### config.mk
export PLATFORM = sky130hd
export DESIGN_NAME = ysyx_23060208_lsu
export DESIGN_NICKNAME = d
export VERILOG_FILES = /design/src/rtl/ysyx_23060208_pkg.sv /design/src/rtl/ysyx_23060208_lsu_align.sv /design/src/rtl/ysyx_23060208_lsu.sv
export SDC_FILE = /design/constraint.sdc
export NUM_CORES = 1
export LEC_CHECK = 0
export CORE_UTILIZATION = 40
export CTS_CLUSTER_DIAMETER = 200
export DETAILED_ROUTE_END_ITERATION = 7
export PLACE_DENSITY = 0.74
export SLEW_MARGIN = 20
export SYNTH_ARGS = -nofsm -noshare
export SYNTH_HDL_FRONTEND = slang
export SYNTH_HIERARCHICAL = 1
export SYNTH_SLANG_ARGS = --single-unit
### constraint.sdc
create_clock -name clk -period 4.8 [get_ports clk]
set_input_delay 1.2 -clock clk [delete_from_list [all_inputs] [get_ports clk]]
set_output_delay 1.2 -clock clk [all_outputs]
set_load 0.005 [all_outputs]
### src/rtl/ysyx_23060208_pkg.sv
// Shared constants and types for the load/store unit.
package ysyx_23060208_pkg;

   // LSU control states
   typedef enum logic [1:0] {
      StIdle = 2'd0,
      StReq  = 2'd1,
      StWait = 2'd2,
      StResp = 2'd3
   } lsu_state_e;

   // Bit positions inside the one-hot load vector {lbu,lhu,lw,lh,lb}
   localparam int unsigned LdLb  = 0;
   localparam int unsigned LdLh  = 1;
   localparam int unsigned LdLw  = 2;
   localparam int unsigned LdLhu = 3;
   localparam int unsigned LdLbu = 4;

   // Bit positions inside the one-hot store vector {sw,sh,sb}
   localparam int unsigned SbBit = 0;
   localparam int unsigned ShBit = 1;
   localparam int unsigned SwBit = 2;

   // Byte-strobe patterns before lane shifting
   localparam logic [3:0] MaskByte = 4'b0001;
   localparam logic [3:0] MaskHalf = 4'b0011;
   localparam logic [3:0] MaskWord = 4'b1111;

   // True when at most one bit is set (zero counts as valid here)
   function automatic logic at_most_one(input logic [7:0] v);
      return (v & (v - 8'd1)) == 8'd0;
   endfunction

endpackage

### src/rtl/ysyx_23060208_lsu_align.sv
// Combinational lane alignment: store strobes/data shift and load extraction/extension.
module ysyx_23060208_lsu_align
   import ysyx_23060208_pkg::*;
#(
   parameter int unsigned DATA_WIDTH = 32
) (
   input  logic [4:0]            load_inst,
   input  logic [2:0]            store_inst,
   input  logic [1:0]            offset,
   input  logic [DATA_WIDTH-1:0] wdata,
   input  logic [DATA_WIDTH-1:0] rdata,
   output logic [3:0]            wmask,
   output logic [DATA_WIDTH-1:0] wdata_lane,
   output logic [DATA_WIDTH-1:0] rdata_ext
);

   logic [DATA_WIDTH-1:0] rdata_shift;

   // Byte strobes and store data moved into the addressed lanes
   always_comb begin
      wmask = 4'b0000;
      if (store_inst[SwBit]) begin
         wmask = MaskWord;
      end else if (store_inst[ShBit]) begin
         wmask = MaskHalf << offset;
      end else if (store_inst[SbBit]) begin
         wmask = MaskByte << offset;
      end
      wdata_lane = wdata << {offset, 3'b000};
   end

   // Bring the addressed bytes down to bit 0 and sign/zero extend
   always_comb begin
      rdata_shift = rdata >> {offset, 3'b000};
      rdata_ext   = rdata_shift;
      if (load_inst[LdLb]) begin
         rdata_ext = {{(DATA_WIDTH-8){rdata_shift[7]}}, rdata_shift[7:0]};
      end else if (load_inst[LdLh]) begin
         rdata_ext = {{(DATA_WIDTH-16){rdata_shift[15]}}, rdata_shift[15:0]};
      end else if (load_inst[LdLbu]) begin
         rdata_ext = {{(DATA_WIDTH-8){1'b0}}, rdata_shift[7:0]};
      end else if (load_inst[LdLhu]) begin
         rdata_ext = {{(DATA_WIDTH-16){1'b0}}, rdata_shift[15:0]};
      end
   end

endmodule

### src/rtl/ysyx_23060208_lsu.sv
// Load/store unit: one outstanding access, request/grant memory port, held writeback result.
module ysyx_23060208_lsu
   import ysyx_23060208_pkg::*;
#(
   parameter int unsigned DATA_WIDTH = 32,
   parameter int unsigned REG_WIDTH  = 5
) (
   input  logic                  clk,
   input  logic                  rst,
   // EXU request
   input  logic                  in_valid,
   output logic                  in_ready,
   input  logic [4:0]            in_load_inst,
   input  logic [2:0]            in_store_inst,
   input  logic [DATA_WIDTH-1:0] in_addr,
   input  logic [DATA_WIDTH-1:0] in_wdata,
   input  logic [REG_WIDTH-1:0]  in_rd,
   // memory port
   output logic                  mem_req,
   input  logic                  mem_gnt,
   output logic                  mem_wen,
   output logic [DATA_WIDTH-1:0] mem_addr,
   output logic [DATA_WIDTH-1:0] mem_wdata,
   output logic [3:0]            mem_wmask,
   input  logic                  mem_rvalid,
   input  logic [DATA_WIDTH-1:0] mem_rdata,
   // writeback
   output logic                  out_valid,
   input  logic                  out_ready,
   output logic                  out_wen,
   output logic [REG_WIDTH-1:0]  out_rd,
   output logic [DATA_WIDTH-1:0] out_rdata,
   output logic                  out_misalign
);

   lsu_state_e            state_q, state_d;
   logic [4:0]            load_q;
   logic [2:0]            store_q;
   logic [DATA_WIDTH-1:0] addr_q;
   logic [DATA_WIDTH-1:0] wdata_q;
   logic [REG_WIDTH-1:0]  rd_q;
   logic [DATA_WIDTH-1:0] rdata_q;
   logic                  misalign_q;
   logic                  wen_q;

   logic                  accept;
   logic                  ld_any, st_any, bad_vec, mis_in, no_op;
   logic [3:0]            wmask;
   logic [DATA_WIDTH-1:0] wdata_lane;
   logic [DATA_WIDTH-1:0] rdata_ext;

   // Classify the incoming request; only meaningful in the accept cycle
   always_comb begin
      ld_any  = |in_load_inst;
      st_any  = |in_store_inst;
      no_op   = !ld_any && !st_any;
      bad_vec = (ld_any && st_any) || !at_most_one(8'(in_load_inst)) ||
                !at_most_one(8'(in_store_inst));
      mis_in  = ((in_load_inst[LdLh] | in_load_inst[LdLhu] | in_store_inst[ShBit]) &
                 in_addr[0]) |
                ((in_load_inst[LdLw] | in_store_inst[SwBit]) & (in_addr[1:0] != 2'b00));
   end

   assign accept = in_valid && (state_q == StIdle);

   // Next-state decode
   always_comb begin
      state_d = state_q;
      case (state_q)
         StIdle: begin
            if (in_valid) begin
               state_d = (no_op || bad_vec || mis_in) ? StResp : StReq;
            end
         end
         StReq: begin
            if (mem_gnt) begin
               state_d = (|store_q) ? StResp : StWait;
            end
         end
         StWait: begin
            if (mem_rvalid) begin
               state_d = StResp;
            end
         end
         StResp: begin
            if (out_ready) begin
               state_d = StIdle;
            end
         end
         default: state_d = StIdle;
      endcase
   end

   // State register and captured request/result fields
   always_ff @(posedge clk or negedge rst) begin
      if (!rst) begin
         state_q    <= StIdle;
         load_q     <= '0;
         store_q    <= '0;
         addr_q     <= '0;
         wdata_q    <= '0;
         rd_q       <= '0;
         rdata_q    <= '0;
         misalign_q <= 1'b0;
         wen_q      <= 1'b0;
      end else begin
         state_q <= state_d;
         if (accept) begin
            load_q     <= in_load_inst;
            store_q    <= in_store_inst;
            addr_q     <= in_addr;
            wdata_q    <= in_wdata;
            rd_q       <= in_rd;
            rdata_q    <= '0;
            misalign_q <= !no_op && (bad_vec || mis_in);
            wen_q      <= 1'b0;
         end
         if ((state_q == StWait) && mem_rvalid) begin
            rdata_q <= rdata_ext;
            wen_q   <= (rd_q != '0);
         end
      end
   end

   ysyx_23060208_lsu_align #(
      .DATA_WIDTH (DATA_WIDTH)
   ) u_align (
      .load_inst  (load_q),
      .store_inst (store_q),
      .offset     (addr_q[1:0]),
      .wdata      (wdata_q),
      .rdata      (mem_rdata),
      .wmask      (wmask),
      .wdata_lane (wdata_lane),
      .rdata_ext  (rdata_ext)
   );

   // Port outputs derived from state and captured fields
   always_comb begin
      in_ready     = (state_q == StIdle);
      mem_req      = (state_q == StReq);
      mem_wen      = |store_q;
      mem_addr     = {addr_q[DATA_WIDTH-1:2], 2'b00};
      mem_wdata    = wdata_lane;
      mem_wmask    = (mem_req && (|store_q)) ? wmask : 4'b0000;
      out_valid    = (state_q == StResp);
      out_wen      = out_valid && wen_q;
      out_misalign = out_valid && misalign_q;
      out_rd       = rd_q;
      out_rdata    = rdata_q;
   end

endmodule

==> impl_metrics.py, run 1 <==
metrics = {
    "global_route": {
        "antenna_found_initial": 0,
        "grt_pass1_wl_um": 23500,
        "grt_max_degree": 73,
        "grt_usage": 0.200,
        "grt_overflow_total": 0,
        "grt_pass1_vias": 4701,
    },
    "clock_network": {
        "cts_buffers": 9,
        "ctsResizeCount": 0,
        "post_cts_buffers": 0,
        "cts_hold_buf": 0,
        "clk_pin_slew_ns": 0.07,
        "clock_sink_count": 112,
        "cts_max_level": 3,
        "root_buffer": "clkbuf_16",
        "insertion_delay_ns": 0.35,
        "cts_tree": "done",
        "clk_path_buf_depth": 2,
    },
    "hold_path": {
        "min_path_type": "flip-flop to flip-flop",
        "min_from": "out_rdata[28]$_DFFE_PN0P_",
        "worstHoldEndpoint": "out_rdata[28]$_DFFE_PN0P_",
        "hold_path_depth": 1,
    },
    "timing": {
        "finalHoldViolCount": 0,
        "worstMarginPinSlew_ns": 0.916,
        "fin_ws_ns": 1.13,
        "setup_viol": 0,
        "finClkSkew_ns": 0.00570,
        "setup_tns_ns": 0,
        "fin_crit_sh": 0.764,
        "slew_viol_final": 0,
        "finalHoldWorstSlack_ns": 0.500,
        "rsz0062_at_grt": "false",
        "fmax_mhz": 273,
        "period_minus_slack_ns": 3.67,
        "slew_headroom": 0.389,
    },
    "setup_path": {
        "r2r-start": "addr_q[1]$_DFFE_PN0P_",
        "path_class": "flip-flop to primary output",
        "crit_slowest_cell": "dfrtp_2",
        "worstPathMaxFanout": 31,
        "cp.arrival_ns": 2.47,
        "critPathTopFamily": "flip-flops",
        "start_kind": "flip-flop",
        "cp.required_ns": 3.60,
        "critPathBufInv": 2,
        "crit_path_end_kind": "primary output",
        "max_stage_delay_ns": 0.72,
        "r2r_slack_ns": 2.04,
        "rr_endpoint": "out_rdata[25]$_DFFE_PN0P_",
        "cp_cell_sequence": "inv_2 > ha_1 > a21oi_1 > o21ai_0 > and2_1 > clkdlybuf4s50_1",
        "worst_r2r_path_depth": 5,
    },
    "floorplan": {
        "initial_core_util": 0.410,
        "pin_count": 226,
        "design.core.area_um2": 14500,
        "die-area_um2": 15400,
        "die_w_um": 124,
        "die_h_um": 124,
        "rows": 44,
    },
    "cells_and_area": {
        "num_antenna_cells": 0,
        "most-common-layout-cells": "clkdlybuf4s50_1, dfrtp_1, mux2_2",
        "final_common_cell": "clkdlybuf4s50_1",
        "drive_gt1_frac": 0.186,
        "area.growth.synth_to_final_pct": 41.8,
        "fill_cells": 1215,
        "stdcell_count": 893,
        "nNetsFinal": 827,
    },
    "placement": {
        "post-place-cells": 877,
        "dp.final_hpwl_um": 11500,
        "place_congestion": 0.845,
        "dp_slack_ns": 1.49,
        "port_buffers": 223,
    },
    "pwr": {
        "p_per_area_nw_per_um2": 647,
        "power_leakage_nw": 3.52,
        "p_total_mw": 5.47,
        "vdd_drop_max_v": 0.000289,
    },
    "route": {
        "dr.pass1.iters": 5,
        "drt_drc_violations_left": 0,
        "drtAntennaViolNets": 0,
        "detail_route.vias_per_cell": 5.30,
        "drtIter0Drc": 232,
        "vias": 4733,
        "wl_per_cell_um": 17.2,
        "routed_wl_um": 15400,
    },
    "synthesis": {
        "syn_avg_cell_area_um2": 11.4,
        "syn_inst": 525,
        "syn_area_um2": 5960,
        "ys_warn_count": 6,
    },
    "status": {
        "outcome": "finished, final reports clean",
    },
    "flow_run": {
        "max-cap-violations": 0,
    },
}
## metrics by stage
step                 util  cell area [um^2]
floorplan               -              5960
global placement    0.557              8100
detailed placement  0.557              8100
CTS                 0.582              8450
global route        0.582              8450
finish              0.582              8450
## power by group
part           internal (mW)  switching (mW)
clock network          0.518           0.359
registers               1.39           0.388
logic                   1.70            1.12
## metal layers
metal  routed length, um  vias up  global-route usage
met1                6280     2279               0.245
met2                7420      208               0.327
met3                1200       33              0.0513
met5                   0        -                   0
li1                    -     2213                   -
met4                 470        0              0.0982
## worst register-to-register path: cells and delay by family (launching register included)
kind / cells / cell delay, ns
compound gates: 3 / 1.14
flops: 1 / 0.68
buf+inv: 1 / 0.48
mux: 1 / 0.36
## sequential cells by signal, indices dropped and copies added (netlist names)
signal / flops
addr_q: 32
out_rdata: 32
misalign_q: 1
wen_q: 1
load_q: 4
store_q: 3
wdata_q: 32
state_q: 2
out_rd: 5
## worst max-delay path by stage
stage                                     start             to  slack, ns  depth (start not counted)
after CTS                 addr_q[0]$_DFFE_PN0P_   mem_wmask[2]       1.11                          6
after global placement    addr_q[0]$_DFFE_PN0P_   mem_wmask[2]       1.49                          6
after global routing      addr_q[1]$_DFFE_PN0P_  mem_wdata[28]       1.01                          5
after floorplan           addr_q[1]$_DFFE_PN0P_   mem_wmask[2]       1.96                          8
final                     addr_q[0]$_DFFE_PN0P_   mem_wmask[2]       1.13                          6
after detailed placement  addr_q[0]$_DFFE_PN0P_   mem_wmask[2]       1.49                          6
## area by class of cell
type	instances	area [um^2]	share of cell area
clock buffer	9	225	0.0266
clock inverter	7	128	0.0151
inverter	9	33.8	0.00400
multi-input combinational	341	2740	0.324
sequential	112	2810	0.332
tap	184	230	0.0272
timing repair buffer	231	2290	0.271
Power figures use the tool's default switching activity.
==> run 2, diff against run 1 <==
--- a/config.mk
+++ b/config.mk
@@ -8,7 +8,7 @@
 export CORE_UTILIZATION = 40
 export CTS_CLUSTER_DIAMETER = 200
 export DETAILED_ROUTE_END_ITERATION = 7
-export PLACE_DENSITY = 0.74
+export PLACE_DENSITY = 0.77
 export SLEW_MARGIN = 20
 export SYNTH_ARGS = -nofsm -noshare
 export SYNTH_HDL_FRONTEND = slang
==> constraint.sdc (replaced) <==
create_clock -name clk -period 3.3 [get_ports clk]
set_input_delay 0.825 -clock clk [delete_from_list [all_inputs] [get_ports clk]]
set_output_delay 0.825 -clock clk [all_outputs]
set_load 0.005 [all_outputs]
==> run 2 against run 1 <==
  * Routed wire length rose by 5.4%
  * Critical path depth fell by 3
  * Cell area fell by 0.13%
  * Global-route usage rose by 0.95 points
  * Combinational power rose by 50%
  * Clock power rose by 23%
==> impl_metrics.py, run 2 (synthesized netlist as in run 1, its figures left out) <==
metrics = {
    "status": {
        "outcome": "finished, final reports clean",
    },
    "floorplan": {
        "die-area_um2": 15400,
        "die_h_um": 124,
        "initial_core_util": 0.410,
        "pin_count": 226,
        "design.core.area_um2": 14500,
        "rows": 44,
        "die_w_um": 124,
    },
    "setup_path": {
        "critPathBufInv": 1,
        "cp.required_ns": 2.47,
        "cp_cell_sequence": "nor2_1 > and2_1 > clkdlybuf4s50_1",
        "path_class": "flip-flop to primary output",
        "worstPathMaxFanout": 15,
        "crit_path_end_kind": "primary output",
        "r2r-start": "addr_q[1]$_DFFE_PN0P_",
        "critPathTopFamily": "simple AND/OR/NAND/NOR gates",
        "start_kind": "flip-flop",
        "cp.arrival_ns": 2.21,
        "crit_slowest_cell": "nor2_1",
        "crit_start": "addr_q[1]$_DFFE_PN0P_",
        "max_stage_delay_ns": 0.60,
    },
    "route": {
        "wl_per_cell_um": 18.1,
        "detail_route.vias_per_cell": 5.36,
        "drtAntennaViolNets": 0,
        "dr.pass1.iters": 5,
        "routed_wl_um": 16200,
        "vias": 4805,
        "drt_drc_violations_left": 0,
        "drtIter0Drc": 396,
    },
    "global_route": {
        "grt_pass1_wl_um": 24600,
        "grt_pass1_vias": 4849,
        "antenna_found_initial": 0,
        "grt_max_degree": 74,
        "grt_usage": 0.210,
        "grt_overflow_total": 0,
    },
    "timing": {
        "finalHoldViolCount": 0,
        "setup_tns_ns": 0,
        "period_minus_slack_ns": 3.04,
        "rsz0062_at_grt": "false",
        "fmax_mhz": 329,
        "finalHoldWorstSlack_ns": 0.485,
        "worstMarginPinSlew_ns": 0.952,
        "slew_headroom": 0.366,
        "slew_viol_final": 0,
        "setup_viol": 0,
        "fin_crit_sh": 0.920,
        "finClkSkew_ns": 0.00614,
    },
    "clock_network": {
        "cts_tree": "done",
        "root_buffer": "clkbuf_16",
        "clock_sink_count": 112,
        "insertion_delay_ns": 0.36,
        "cts_buffers": 9,
        "ctsResizeCount": 0,
        "cts_max_level": 3,
        "clk_path_buf_depth": 2,
        "cts_hold_buf": 0,
        "clk_pin_slew_ns": 0.08,
        "post_cts_buffers": 0,
    },
    "pwr": {
        "p_total_mw": 7.84,
        "vdd_drop_max_v": 0.000548,
        "p_per_area_nw_per_um2": 929,
        "power_leakage_nw": 3.52,
    },
    "cells_and_area": {
        "most-common-layout-cells": "clkdlybuf4s50_1, dfrtp_1, mux2_2",
        "post-route-util": 0.581,
        "drive_gt1_frac": 0.190,
        "final_common_cell": "clkdlybuf4s50_1",
        "nNetsFinal": 830,
        "area.growth.synth_to_final_pct": 41.6,
        "num_antenna_cells": 0,
    },
    "hold_path": {
        "min_from": "wen_q$_DFFE_PN0P_",
        "min_path_type": "flip-flop to flip-flop",
    },
    "placement": {
        "place_congestion": 0.870,
        "dp.final_hpwl_um": 11900,
        "port_buffers": 223,
    },
    "flow_run": {
        "max-cap-violations": 0,
    },
}
## run 2: tightest hold or removal path: cells and delay by family, from the launching register on
| family | cells | cell delay (ns) |
|---|---|---|
| AND/OR/NAND/NOR | 2 | 0.10 |
| flip-flops | 1 | 0.35 |
## run 2: layer usage
metal	vias up	GRT usage	part of all wire
met4	0	0.0856	0.022
met1	2378	0.260	0.41
met2	187	0.353	0.50
met3	22	0.0453	0.066
met5	-	0	0
li1	2218	-	-
## run 2: worst paths after layout
| path | to | slack, ns | cells past startpoint |
|---|---|---|---|
| setup / recovery | mem_wdata[1] | 0.26 | 3 |
| hold / removal | wen_q$_DFFE_PN0P_ | 0.49 | 2 |
| setup reg to reg | out_rdata[24]$_DFFE_PN0P_ | 0.75 | 5 |
| hold reg to reg | wen_q$_DFFE_PN0P_ | 0.49 | 2 |
| max in group asynchronous | out_rdata[0]$_DFFE_PN0P_ | 1.99 | 2 |
| min in group asynchronous | misalign_q$_DFFE_PN0P_ | 0.60 | 1 |
## run 2: area by class of cell
cell class,instances,area (um^2)
multi-input combinational,341,2740
tap,184,230
fill,1219,6090
clock buffer,10,239
inverter,9,33.8
clock inverter,6,55.1
sequential,112,2810
timing repair buffer,234,2340
## run 2: through the flow
stage	cells	setup WS, ns	cell area (um^2)
after floorplan	526	0.837	5960
after CTS	896	0.189	8440
final	896	0.263	8440
after global routing	896	0.0883	8440
after global placement	880	0.540	8150
after detailed placement	880	0.486	8150
## run 2: power breakdown
| part | total (mW) | switching [mW] | internal [mW] |
|---|---|---|---|
| Clock | 1.08 | 0.538 | 0.544 |
| Combinational | 4.24 | 1.74 | 2.50 |
| Sequential | 2.51 | 0.496 | 2.02 |
==> run 3, diff against run 2 <==
--- a/config.mk
+++ b/config.mk
@@ -8,7 +8,9 @@
 export CORE_UTILIZATION = 40
 export CTS_CLUSTER_DIAMETER = 200
 export DETAILED_ROUTE_END_ITERATION = 7
+export HOLD_SLACK_MARGIN = 0.15
 export PLACE_DENSITY = 0.77
+export REMOVE_ABC_BUFFERS = 1
 export SLEW_MARGIN = 20
 export SYNTH_ARGS = -nofsm -noshare
 export SYNTH_HDL_FRONTEND = slang
==> run 3 against run 2 <==
  * Die area did not move
  * Maximum frequency fell by 1.3%
  * Largest cell class unchanged
  * Global-route usage fell by 0.55 points
  * Cell area rose by 0.37%
  * Routed wire length fell by 3.5%
  * Sequential power barely moved
  * Sequential share of layout area fell by 0.12 points
  * Count of clock-buffer cells in the layout rose by 1
  * Combinational power barely moved
  * Hold slack improved by 0.0036 ns
  * Non-clock buffer count rose by 4
==> impl_metrics.py, run 3 (synthesized netlist as in run 1, its figures left out) <==
metrics = {
    "timing": {
        "finalHoldWorstSlack_ns": 0.489,
        "setup_viol": 0,
        "rsz0062_at_grt": "false",
        "slew_viol_final": 0,
        "finalHoldViolCount": 0,
        "slew_headroom": 0.428,
        "fin_crit_sh": 0.933,
        "period_minus_slack_ns": 3.08,
        "fin_ws_ns": 0.222,
        "worstMarginPinSlew_ns": 0.852,
        "finClkSkew_ns": 0.00688,
        "setup_tns_ns": 0,
        "fmax_mhz": 325,
    },
    "global_route": {
        "grt_max_degree": 64,
        "grt_usage": 0.204,
        "antenna_found_initial": 0,
        "grt_overflow_total": 0,
        "grt_pass1_vias": 4913,
        "grt_pass1_wl_um": 24400,
    },
    "clock_network": {
        "cts_buffers": 9,
        "root_buffer": "clkbuf_16",
        "clock_sink_count": 112,
        "clk_path_buf_depth": 2,
        "insertion_delay_ns": 0.34,
        "cts_tree": "done",
        "cts_max_level": 3,
        "clk_pin_slew_ns": 0.07,
    },
    "placement": {
        "dpl-instance-area_um2": 8180,
        "dp_slack_ns": 0.552,
        "place_congestion": 0.818,
        "port_buffers": 223,
        "post-place-cells": 884,
        "dp.final_hpwl_um": 11700,
    },
    "setup_path": {
        "crit_cells": 6,
        "start_kind": "flip-flop",
        "worstPathMaxFanout": 17,
        "cp.arrival_ns": 2.25,
        "cp_cell_sequence": "inv_2 > ha_1 > a21oi_1 > o21ai_0 > and2_1 > clkdlybuf4s50_1",
        "crit_path_end_kind": "primary output",
        "worst_r2r_path_depth": 6,
        "max_stage_delay_ns": 0.57,
        "crit_slowest_cell": "dfrtp_2",
        "path_class": "flip-flop to primary output",
        "critPathBufInv": 2,
        "critPathTopFamily": "buffers and inverters",
        "cp.required_ns": 2.47,
    },
    "cells_and_area": {
        "most-common-layout-cells": "clkdlybuf4s50_1, dfrtp_1, mux2_2",
        "stdcell_count": 898,
        "final_common_cell": "clkdlybuf4s50_1",
        "nNetsFinal": 834,
        "area.growth.synth_to_final_pct": 42.2,
        "num_antenna_cells": 0,
        "final_cell_area_um2": 8470,
        "post-route-util": 0.583,
        "drive_gt1_frac": 0.193,
    },
    "route": {
        "wl_per_cell_um": 17.4,
        "routed_wl_um": 15600,
        "detail_route.vias_per_cell": 5.30,
        "dr.pass1.iters": 4,
        "drtIter0Drc": 234,
        "vias": 4759,
        "drtAntennaViolNets": 0,
        "drt_drc_violations_left": 0,
    },
    "pwr": {
        "p_per_area_nw_per_um2": 929,
        "power_leakage_nw": 3.54,
        "vdd_drop_max_v": 0.000474,
        "p_total_mw": 7.87,
    },
    "floorplan": {
        "pin_count": 226,
        "initial_core_util": 0.410,
        "die-area_um2": 15400,
        "die_h_um": 124,
        "rows": 44,
        "die_w_um": 124,
        "design.core.area_um2": 14500,
    },
    "hold_path": {
        "min_path_type": "flip-flop to flip-flop",
        "hold_path_depth": 2,
    },
    "status": {
        "outcome": "finished, final reports clean",
    },
    "flow_run": {
        "max-cap-violations": 0,
    },
}
[run 3: path summary, 6_finish.rpt]
path	slack, ns	startpoint	to
max	0.22	addr_q[0]$_DFFE_PN0P_	mem_wmask[2]
min	0.49	wen_q$_DFFE_PN0P_	wen_q$_DFFE_PN0P_
max reg2reg	0.99	addr_q[1]$_DFFE_PN0P_	out_rdata[18]$_DFFE_PN0P_
min reg2reg	0.49	wen_q$_DFFE_PN0P_	wen_q$_DFFE_PN0P_
max in group asynchronous	2.06	rst	addr_q[29]$_DFFE_PN0P_
min in group asynchronous	0.50	rst	out_rdata[13]$_DFFE_PN0P_
[run 3: worst register-to-register path, delay by kind of cell, from the launching register on]
family,cells,cell delay [ns]
compound gates,3,0.65
flops,1,0.57
buf+inv,2,0.63
mux,1,0.36
[run 3: final cells by class]
cell class              instances  area, um^2
clock buffers                  11         243
clock inverters                 3        43.8
fillers                      1190        6060
inverters                       9        33.8
multi-input cells             341        2750
flip-flops and latches        112        2810
well taps                     184         230
repair buffers                238        2370
[run 3: timing repair]
action / CTS / global route
gates resized for setup: 0 / 1
endpoints found under the setup margin: 0 / 1
hold buffers: 0 / 0
setup buffers: 0 / 0
[run 3: routing by layer]
metal	GRT usage	vias to the layer above	share of wire	wire length [um]
met5	0	-	0	0
met4	0.0558	0	0.013	204
met3	0.0668	14	0.082	1290
met2	0.350	185	0.50	7830
met1	0.244	2333	0.40	6310
li1	-	2227	-	-
[run 3: power breakdown]
group	internal, mW	switching, mW
logic	2.54	1.72
registers	2.02	0.513
clock network	0.602	0.475
total	5.16	2.71
